$ cat config.mk
export PLATFORM = sky130hd
export DESIGN_NAME = fir_param_filter
export DESIGN_NICKNAME = d
export VERILOG_FILES = /design/src/rtl/fir_param_filter.sv
export SDC_FILE = /design/constraint.sdc
export NUM_CORES = 1
export LEC_CHECK = 0
export BUFFER_PORTS_ARGS = -buffer_cell sky130_fd_sc_hd__buf_4
export CAP_MARGIN = 10
export CORE_MARGIN = 4
export CORE_UTILIZATION = 60
export DETAILED_ROUTE_END_ITERATION = 16
export HOLD_SLACK_MARGIN = 0.12
export PLACE_DENSITY = 0.78
export SLEW_MARGIN = 10
export SYNTH_ARGS = -nofsm -noshare
export SYNTH_HDL_FRONTEND = slang
export SYNTH_SLANG_ARGS = --single-unit
$ cat constraint.sdc
create_clock -name clk -period 7.07 [get_ports clk]
set_input_delay 0 -clock clk [delete_from_list [all_inputs] [get_ports clk]]
set_output_delay 0 -clock clk [all_outputs]
set_load 0.03 [all_outputs]
$ cat src/rtl/fir_param_filter.sv
// Parameterised FIR filter with one time-shared multiplier (IDLE -> MAC -> OUT).
// Define FIR_SATURATE_EN to clamp out-of-range results; otherwise the result wraps.
module fir_param_filter #(
  parameter int DATA_W = 8,
  parameter int COEF_W = 8,
  parameter int TAPS   = 8,
  parameter int OUT_W  = 16,
  parameter int SHIFT  = 0
) (
  input  logic                     clk,
  input  logic                     rst_n,
  input  logic                     in_valid,
  output logic                     in_ready,
  input  logic [DATA_W-1:0]        in_data,
  input  logic                     coef_we,
  input  logic [$clog2(TAPS)-1:0]  coef_addr,
  input  logic [COEF_W-1:0]        coef_data,
  output logic                     out_valid,
  input  logic                     out_ready,
  output logic [OUT_W-1:0]         out_data,
  output logic                     busy
);

  localparam int AW     = $clog2(TAPS);
  localparam int PROD_W = DATA_W + COEF_W;
  localparam int ACC_W  = PROD_W + AW;
  localparam int EXT_W  = (ACC_W > OUT_W) ? ACC_W : OUT_W;
  localparam logic [AW:0] TAPS_K = (AW+1)'(TAPS);

  typedef enum logic [1:0] {IDLE, MAC, OUT} state_t;

  state_t                    state, state_next;
  logic signed [DATA_W-1:0]  x [TAPS];
  logic signed [COEF_W-1:0]  c [TAPS];
  logic signed [PROD_W-1:0]  prod, tap_prod;
  logic signed [ACC_W-1:0]   acc, acc_sum, shifted;
  logic signed [EXT_W-1:0]   ext;
  logic signed [OUT_W-1:0]   reduced;
  logic [AW:0]               k;
  logic [AW-1:0]             k_idx;
  logic                      take, coef_ok;

  assign in_ready  = (state == IDLE);
  assign busy      = (state != IDLE);
  assign out_valid = (state == OUT);

  assign take    = (state == IDLE) && in_valid;
  assign coef_ok = (state == IDLE) && coef_we && ({1'b0, coef_addr} < TAPS_K);
  assign k_idx   = k[AW-1:0];

  // Product is registered, so the MAC phase runs TAPS+1 cycles: cycle k
  // multiplies tap k while adding the product of tap k-1.
  always_comb begin
    // NOTE: default first so no path through this block infers a latch.
    tap_prod = '0;
    if (k < TAPS_K) tap_prod = PROD_W'(x[k_idx]) * PROD_W'(c[k_idx]);
  end

  assign acc_sum = acc + ACC_W'(prod);
  assign shifted = acc_sum >>> SHIFT;
  assign ext     = EXT_W'(shifted);

`ifdef FIR_SATURATE_EN
  always_comb begin
    reduced = ext[OUT_W-1:0];
    if (ext[EXT_W-1:OUT_W-1] != {(EXT_W-OUT_W+1){ext[EXT_W-1]}})
      reduced = ext[EXT_W-1] ? {1'b1, {(OUT_W-1){1'b0}}} : {1'b0, {(OUT_W-1){1'b1}}};
  end
`else
  logic unused_ext;
  assign reduced    = ext[OUT_W-1:0];
  assign unused_ext = ^ext;
`endif

  always_comb begin
    state_next = state;
    unique case (state)
      IDLE:    if (in_valid)      state_next = MAC;
      MAC:     if (k == TAPS_K)   state_next = OUT;
      OUT:     if (out_ready)     state_next = IDLE;
      default:                    state_next = IDLE;
    endcase
  end

  always_ff @(posedge clk or negedge rst_n) begin
    if (!rst_n) state <= IDLE;
    else        state <= state_next;
  end

  always_ff @(posedge clk or negedge rst_n) begin
    if (!rst_n) begin
      // NOTE: delay line and coefficients are flops, not RAM, so they can be
      // reset; the filter must come up as an identity (c[0]=1) with zero history.
      for (int i = 0; i < TAPS; i++) begin
        x[i] <= '0;
        c[i] <= '0;
      end
      c[0]     <= COEF_W'(1);
      acc      <= '0;
      prod     <= '0;
      k        <= '0;
      out_data <= '0;
    end else begin
      if (coef_ok) c[coef_addr] <= coef_data;
      if (take) begin
        // NOTE: non-blocking, so each tap takes its neighbour's pre-edge value.
        for (int i = TAPS-1; i > 0; i--) x[i] <= x[i-1];
        x[0] <= in_data;
        acc  <= '0;
        prod <= '0;
        k    <= '0;
      end
      if (state == MAC) begin
        acc  <= acc_sum;
        prod <= tap_prod;
        k    <= k + 1'b1;
        if (k == TAPS_K) out_data <= reduced;
      end
    end
  end

endmodule

==> impl_metrics.tcl <==
set metrics [dict create \
    via_count 7394 \
    r2r_slack_ns 0.75 \
    postSynthAreaPerCell_um2 10.6 \
    crit_chain "buf_12, mux4_2, mux2i_1, or2_2, fa_1, fa_1, inv_1, fa_1, inv_1, fa_1, inv_1, ha_1, nand2_1, o21ai_0, o311a_1, nor3_1, a21oi_1, xnor2_1, o21ai_0" \
    cts_tree "done" \
    syn-num-nets 1149 \
    critical_path_class "flop to flop" \
    multi_input_area_um2 5760 \
    clkSlewWorstSetupHoldPaths_ns 0.08 \
    gr-total-overflow 0 \
    clock_path_buffers 2 \
    ys_async_sr_fraction_pct 100 \
    cp_common_cell "fa_1" \
    yosysSeqAreaShare_pct 42.2 \
    finalWeightedCongestion 0.838 \
    grt_max_degree 105 \
    ys_ff_latch 182 \
    min_path_type "input pin to flop" \
    grtUsageTotal_pct 23.9 \
    core.rowCount 48 \
    period_share_pct 89.4 \
    drc 0 \
    io_pins 43 \
    arrival_ns 6.63 \
    synth_top_flop_cell "dfrtp_1" \
    layout_min_cycle_time_ns 6.32 \
    final_nets 1198 \
    synth_top_area_cell "dfrtp_1" \
    reg2reg_from "k[0]" \
    wire_per_inst_um 17.0 \
    yosys-top-cells-area "dfrtp_1 42%, fa_1 10%, nand2_1 8.3%" \
    setup_viol 0 \
    grt_pass1_vias 7767 \
    cts_repair_resize_count 0 \
    r2r_end "prod[15]" \
    syn_inst 1023 \
    reg2reg_depth 19 \
    diodes 0 \
    skew_ns 0.0121 \
    dieHeight_um 142 \
    finalSetupTns_ns 0 \
    hold_path_end "state[0]" \
    rsz0062_at_grt "false" \
    avgViaCountPerCell 5.64 \
    synthDistinctLibCells 48 \
    path_max_fanout 21 \
    synth.most_common_cell "nand2_1" \
    clk_latency_ns 0.44 \
    yosys_warnings 0 \
    cts.sinks 182 \
    hold_path_depth 3 \
    hold_viol 0 \
    critPathLaunch "k[0]" \
    worst_pin_slew_ns 1.20 \
    start_kind "flop" \
    hold_start "in_valid" \
    antenna_found_initial 0 \
    seqCellArea_um2 4560 \
    dpl.hpwl_mm 15.0 \
    synthDominantCellAreaShare_pct 41.9 \
    dieArea_um2 20200 \
    cp-end-kind "flop" \
    area_growth_pct 12.2 \
    synthTopCellsByCount "239 x nand2_1, 181 x dfrtp_1, 92 x inv_1" \
    nFillCells 1276 \
    drive_gt1_share_pct 18.8 \
    wirelength_mm 22.2 \
    first_pass_iters 6 \
    required_ns 7.37 \
    slew_headroom_pct 19.7 \
    final_util_pct 69.4 \
    core_um2 17500 \
    grt_pass1_wl_mm 38.5 \
    max_stage_delay_ns 0.70 \
    drtIter0Drc 471 \
    slew_viol_final 0 \
    htreeDepth 4 \
    cts_root_buffer "clkbuf_16" \
    cp_slowest_cell "dfrtp_2" \
    status "complete, no violations" \
    ant_nets 0 \
    die_w_um 142 \
    start_util_pct 61.8 \
    numCtsBuffers 17 \
    fmax_mhz 158 \
    synth_edf_count 0 \
    numPortBuffers 42 \
    cap_violations 0 \
    synth_area_um2 10800 \
]
[timing repair]
| item | 4_1_cts | 5_1_grt |
|---|---|---|
| endpoints found under the hold margin | 176 | 0 |
| buffers inserted | 0 | 0 |
| hold buffers | 18 | 0 |
[critical path, delay by kind of cell, from the launching register on]
family,cells,cell delay (ns)
mux,2,1.18
simple gates,3,0.55
fa+ha+maj,5,2.39
xor+xnor,1,0.16
buf+inv,4,0.43
flops,1,0.70
compound gates,4,0.77
[worst max-delay path by stage]
stage | depth (start not counted) | slack, ns | endpoint
final | 19 | 0.75 | prod[15]
after global routing | 19 | 0.32 | prod[14]
after CTS | 19 | 0.75 | prod[14]
after detailed placement | 19 | 0.78 | prod[14]
after global placement | 19 | 0.93 | prod[14]
after floorplan | 18 | 1.44 | prod[14]
[sequential cells by signal, indices dropped and copies added, names as in the netlist]
register and cells:
x 64, out_data 16, k 4, acc 16, c 64, state 2
prod 16
[cell type report]
type | count | share of cell area [%]
tap | 225 | 2.32
timing repair buffer | 67 | 4.66
multi-input combinational | 712 | 47.5
clock buffer | 17 | 3.51
clock inverter | 15 | 1.59
sequential | 182 | 37.6
inverter | 92 | 2.85
[cell families (layout without fill, tap and decap cells)]
logic type,count (synthesis),in the layout,synth area share [%]
and+or+nand+nor,358,358,13.7
DFF,182,182,42.2
buffers and inverters,129,191,4.65
muxes,117,117,15.3
AOI/OAI and AO/OA,105,105,6.03
adders and majority gates,102,102,15.7
xor gates and xnor gates,30,30,2.43
[through the flow]
step                      instances  setup WS (ns)  hold slack (ns)  area, um2
after CTS                      1310          0.747            0.166      12100
after global routing           1310          0.322            0.211      12100
final                          1310          0.747            0.170      12100
after floorplan                1023           1.44           -0.296      10800
after detailed placement       1260          0.776            0.173      11300
after global placement         1260          0.933            0.176      11300
[per-layer routing]
| metal | GRT usage (%) | part of all wire [%] | up-vias |
|---|---|---|---|
| met5 | 0 | 0 | - |
| met1 | 31.9 | 43 | 3731 |
| met3 | 3.76 | 3.5 | 39 |
| met2 | 40.5 | 51 | 142 |
| met4 | 7.63 | 2.0 | 0 |
| li1 | - | - | 3482 |
[cells in the final DEF (no fill, tap or decap), drive strengths merged, types with 17 or more instances in the layout]
cell,count
buf,49
o21ai,52
inv,100
mux4,32
nor2,57
clkbuf,17
dlygate4sd3,18
fa,56
mux2i,17
ha,46
nand2,239
xnor2,18
mux2,68
dfrtp,181
Power is left out: the tool's default activity adds up to more than one toggle a clock period on the data nets, which glitch-free logic cannot reach.
